**src/rtl/counter_pkg.sv**
```systemverilog
// Shared constants and helpers for the up/down modulo counter family.
package counter_pkg;

  localparam int WRAP_MODE = 0;
  localparam int SAT_MODE  = 1;

  // Load values at or above the modulus collapse onto the top count.
  function automatic int unsigned clamp_to_mod(input int unsigned din, input int unsigned mod);
    return (din < mod) ? din : (mod - 1);
  endfunction

endpackage

```
**src/rtl/bin2gray.sv**
```systemverilog
// Binary-to-Gray encoder; only built when UPDOWN_MOD_COUNTER_GRAY_EN is defined.
`ifdef UPDOWN_MOD_COUNTER_GRAY_EN
module bin2gray #(
  parameter int WIDTH = 3
) (
  input  logic [WIDTH-1:0] i_bin,
  output logic [WIDTH-1:0] o_gray
);

  assign o_gray = i_bin ^ (i_bin >> 1);

endmodule
`endif

```
**src/rtl/updown_mod_counter.sv**
```systemverilog
// Up/down modulo counter with load, wrap/saturate limits, tc and wrap pulse.
// Optional registered Gray output y_gray under UPDOWN_MOD_COUNTER_GRAY_EN.
module updown_mod_counter
  import counter_pkg::*;
#(
  parameter int WIDTH    = 3,
  parameter int MOD      = 8,
  parameter int SATURATE = 0
) (
  input  logic             clk,
  input  logic             rst,
  input  logic             en,
  input  logic             up,
  input  logic             load,
  input  logic [WIDTH-1:0] din,
  output logic [WIDTH-1:0] y,
  output logic             tc,
`ifdef UPDOWN_MOD_COUNTER_GRAY_EN
  output logic [WIDTH-1:0] y_gray,
`endif
  output logic             wrap
);

  if (MOD < 2 || MOD > (2 ** WIDTH)) begin : g_bad_mod
    $error("updown_mod_counter: MOD must lie in 2..2**WIDTH");
  end
  if (SATURATE != WRAP_MODE && SATURATE != SAT_MODE) begin : g_bad_sat
    $error("updown_mod_counter: SATURATE must be 0 or 1");
  end

  localparam logic [WIDTH-1:0] MAX = WIDTH'(MOD - 1);

  logic [WIDTH-1:0] r_y;
  logic             r_wrap;
  logic [WIDTH-1:0] w_y_next;
  logic             w_wrap_next;
  logic [WIDTH-1:0] w_load_val;

  assign w_load_val = WIDTH'(clamp_to_mod(32'(din), MOD));

  // Limits are explicit compares against MAX/0, so non-power-of-two MOD wraps cleanly.
  always_comb begin
    w_y_next    = r_y;
    w_wrap_next = 1'b0;
    if (load) begin
      w_y_next = w_load_val;
    end else if (en) begin
      if (up) begin
        if (r_y == MAX) begin
          if (SATURATE == WRAP_MODE) begin
            w_y_next    = '0;
            w_wrap_next = 1'b1;
          end
        end else begin
          w_y_next = r_y + WIDTH'(1);
        end
      end else begin
        if (r_y == '0) begin
          if (SATURATE == WRAP_MODE) begin
            w_y_next    = MAX;
            w_wrap_next = 1'b1;
          end
        end else begin
          w_y_next = r_y - WIDTH'(1);
        end
      end
    end
  end

  always_ff @(posedge clk) begin
    if (!rst) begin
      r_y    <= '0;
      r_wrap <= 1'b0;
    end else begin
      r_y    <= w_y_next;
      r_wrap <= w_wrap_next;
    end
  end

  assign y    = r_y;
  assign wrap = r_wrap;
  assign tc   = up ? (r_y == MAX) : (r_y == '0);

`ifdef UPDOWN_MOD_COUNTER_GRAY_EN
  logic [WIDTH-1:0] w_gray_next;
  logic [WIDTH-1:0] r_gray;

  bin2gray #(.WIDTH(WIDTH)) u_bin2gray (
    .i_bin  (w_y_next),
    .o_gray (w_gray_next)
  );

  // Encoding the next count keeps y_gray on the same cycle as y.
  always_ff @(posedge clk) begin
    if (!rst) r_gray <= '0;
    else      r_gray <= w_gray_next;
  end

  assign y_gray = r_gray;
`endif

endmodule

```
**config.mk**
```make
export PLATFORM = sky130hd
export DESIGN_NAME = updown_mod_counter
export DESIGN_NICKNAME = d
export VERILOG_FILES = /design/src/rtl/counter_pkg.sv /design/src/rtl/bin2gray.sv /design/src/rtl/updown_mod_counter.sv
export SDC_FILE = /design/constraint.sdc
export NUM_CORES = 1
export LEC_CHECK = 0
export ABC_AREA = 1
export CAP_MARGIN = 20
export CORE_AREA = 5 5 42 44
export DETAILED_ROUTE_END_ITERATION = 10
export DIE_AREA = 0 0 47 49
export PLACE_DENSITY = 0.55
export SLEW_MARGIN = 20
export SYNTH_ARGS = -nofsm -noshare
export SYNTH_HDL_FRONTEND = slang
export SYNTH_SLANG_ARGS = --single-unit
export TNS_END_PERCENT = 10
```
**constraint.sdc**
```tcl
create_clock -name clk -period 1.72 [get_ports clk]
set_input_delay 0.344 -clock clk [delete_from_list [all_inputs] [get_ports clk]]
set_output_delay 0.344 -clock clk [all_outputs]
set_load 0.05 [all_outputs]
```
==> results of run 1 <==
synthesized netlist by cell type:
master / instances / area, um2
inv_1: 11 / 41.3
a21oi_1: 3 / 15.0
o21ai_0: 2 / 10.0
nand2_1: 16 / 60.1
nor2_1: 1 / 3.75
nand3_1: 3 / 15.0
o21ai_2: 1 / 8.76
ha_1: 4 / 50.1
nor2_2: 2 / 12.5
dfxtp_1: 4 / 80.1
state kept, by name (all words and copies together) (netlist names):
name / count
y: 3
wrap: 1
kinds of logic (layout without fill, tap and decap cells):
family                     Yosys count  count (layout)  synth area share, %
DFF                                  4               4                 27.0
AOI/OAI and AO/OA                    6               6                 11.4
and+or+nand+nor                     22              22                 30.8
buffers and inverters               11              27                 13.9
adders and majority gates            4               4                 16.9
path summary, 6_finish.rpt:
check / start / endpoint / slack [ns] / depth (start not counted)
hold reg to reg: y[1]$_SDFFE_PN0P_ / y[1]$_SDFFE_PN0P_ / 0.58 / 4
setup reg to reg: y[0]$_SDFFE_PN0P_ / wrap$_SDFF_PP0_ / 0.50 / 7
hold / removal: up / y[1]$_SDFFE_PN0P_ / 0.57 / 4
setup / recovery: y[0]$_SDFFE_PN0P_ / tc / 0.08 / 5
per-stage QoR:
| step | std cells | cell area, um2 |
|---|---|---|
| 6_report | 79 | 513 |
| 5_1_grt | 79 | 513 |
| 4_1_cts | 78 | 473 |
| 3_5_place_dp | 75 | 449 |
| 3_3_place_gp | 75 | 449 |
| 2_1_floorplan | 47 | 309 |
power breakdown:
group / internal (W) / switching, W / leakage, nW / total, W
logic: 0.0000636 / 0.0000763 / 0.218 / 0.000140
registers: 0.000100 / 0.00000880 / 0.0339 / 0.000109
clock network: 0.0000782 / 0.0000405 / 0.0138 / 0.000119
total: 0.000242 / 0.000126 / 0.265 / 0.000368
routing by layer:
metal	GRT usage [%]	part of all wire [%]	up-vias
li1	-	-	175
met1	8.53	47	137
met2	11.1	44	12
met3	3.69	9.0	0
met4	2.76	0	0
met5	0	0	-
worst max-delay path: cells and delay by family, from the launching register on:
family          cells  cell delay [ns]
buf+inv             1             0.15
simple gates        1             0.09
compound gates      1             0.07
flops               1             0.35
fa+ha+maj           2             0.39
layout by cell type (no fill, tap or decap), drive strengths merged:
master         instances
clkbuf                 3
nor2                   3
o21ai                  3
dfxtp                  4
ha                     4
inv                   11
a21oi                  3
nand2                 16
nand3                  3
clkdlybuf4s50          6
buf                    6
dlymetal6s2s           1
timing repair:
action / in CTS / in global routing
setup endpoints to repair: 1 / 1
pin swaps: 0 / 3
gates resized for setup: 2 / 9
buffers inserted: 0 / 1
area by class of cell:
cell class	count	area [um2]
clock buffer	3	22.5
fill	155	888
inverter	11	41.3
multi-input combinational	32	214
sequential	4	85.1
tap	16	20.0
timing repair buffer	13	130
==> impl_metrics.env, run 1 <==
export IMPL_run_status="finished, final reports clean"
export IMPL_cts_htree_levels=1
export IMPL_timing_critical_path_cells="ha_1 > ha_1 > nand2_2 > o21ai_4 > buf_12"
export IMPL_crit_path_max_delay_cell_type="dfxtp_4"
export IMPL_final_critical_path_setup_slack_ns=0.0783
export IMPL_remaining_drc_errors=0
export IMPL_synthCells=47
export IMPL_fin_skew_ns=0.000595
export IMPL_clk_insertion_delay_late_ns=0.23
export IMPL_antenna_left=0
export IMPL_clk_path_buf_depth=2
export IMPL_place_gp_congestion=0.751
export IMPL_synth_seq_area_share_pct=27.0
export IMPL_yosys_cell_types=10
export IMPL_die_y_um=49
export IMPL_timing_fmax_mhz=609
export IMPL_post_route_cells_drive_above_1_share_pct=33.3
export IMPL_hold_path_class="in -> reg"
export IMPL_dieArea_um2=2300
export IMPL_grt_pass1_vias=321
export IMPL_drt_first_iter_violations=7
export IMPL_critical_path_max_stage_delay_ns=0.35
export IMPL_ys_ff_latch=4
export IMPL_design_final_nets=77
export IMPL_setup_tns_ns=0
export IMPL_arrival_ns=1.30
export IMPL_critical_path_endpoint_type="primary output"
export IMPL_initial_utilization_pct=21.2
export IMPL_power_density_nw_per_um2=716
export IMPL_final_hold_viol_count=0
export IMPL_cts_tree="built"
export IMPL_final_core_util_pct=36.6
export IMPL_timing_slew_headroom_pct=82.9
export IMPL_portBuffers=12
export IMPL_worst_setup_hold_path_clk_slew_ns=0.04
export IMPL_number_of_antenna_cells_inserted=0
export IMPL_drt_wl_total_um=736
export IMPL_core_area_um2=1400
export IMPL_rsz0062_at_grt="no"
export IMPL_grt_overflow_total=0
export IMPL_largest_net_degree_at_the_start_of_global_routing=7
export IMPL_vias=324
export IMPL_syn_num_nets=59
export IMPL_hold_buffer_count_at_cts=0
export IMPL_period_share_pct=95.4
export IMPL_globalRouteTotalUtil_pct=7.31
export IMPL_grt_first_pass_wirelength_um=1210
export IMPL_drt_first_pass_iters=4
export IMPL_num_rows=14
export IMPL_syn_cell_area_um2=297
export IMPL_worst_slew_pin_slew_ns=0.256
export IMPL_chipWidth_um=47
export IMPL_root_buffer="clkbuf_4"
export IMPL_start_kind="flip-flop"
export IMPL_total_leakage_power_nw=0.265
export IMPL_mean_routed_wirelength_per_cell_um=9.32
export IMPL_critical_path_peak_fanout=4
export IMPL_finalPower_w=0.000368
export IMPL_synthesis_area_per_instance_um2=6.31
export IMPL_dp_final_hpwl_um=603
export IMPL_cap_violations=0
export IMPL_crit_type="reg -> out"
export IMPL_cp_required_ns=1.38
export IMPL_slew_violations=0
export IMPL_ys_warn_count=0
export IMPL_ir_worst_vdd_mv=0.280
export IMPL_numCtsBuffers=3
export IMPL_antenna_found_initial=0
export IMPL_floorplan_io_pins=13
export IMPL_report_final_setup_viol=0
export IMPL_tritoncts_num_sinks=4
export IMPL_syn2layout_area_growth_pct=73.0
export IMPL_avg_vias_per_cell=4.10
export IMPL_worst_hold_slack_ns=0.572
export IMPL_post_route_min_period_ns=1.64
export IMPL_dpl_worst_slack_ns=0.0283
export IMPL_cp_common_cell="ha_1"
No activity file was read; power rests on OpenSTA's default activity.
==> run 2: changes to the inputs <==
--- a/config.mk
+++ b/config.mk
@@ -8,6 +8,7 @@
 export ABC_AREA = 1
 export CAP_MARGIN = 20
 export CORE_AREA = 5 5 42 44
+export CTS_CLUSTER_SIZE = 16
 export DETAILED_ROUTE_END_ITERATION = 10
 export DIE_AREA = 0 0 47 49
 export PLACE_DENSITY = 0.55
==> results of run 2 <==
Same layout as run 1: the final DEF is identical, and so are final timing and power.
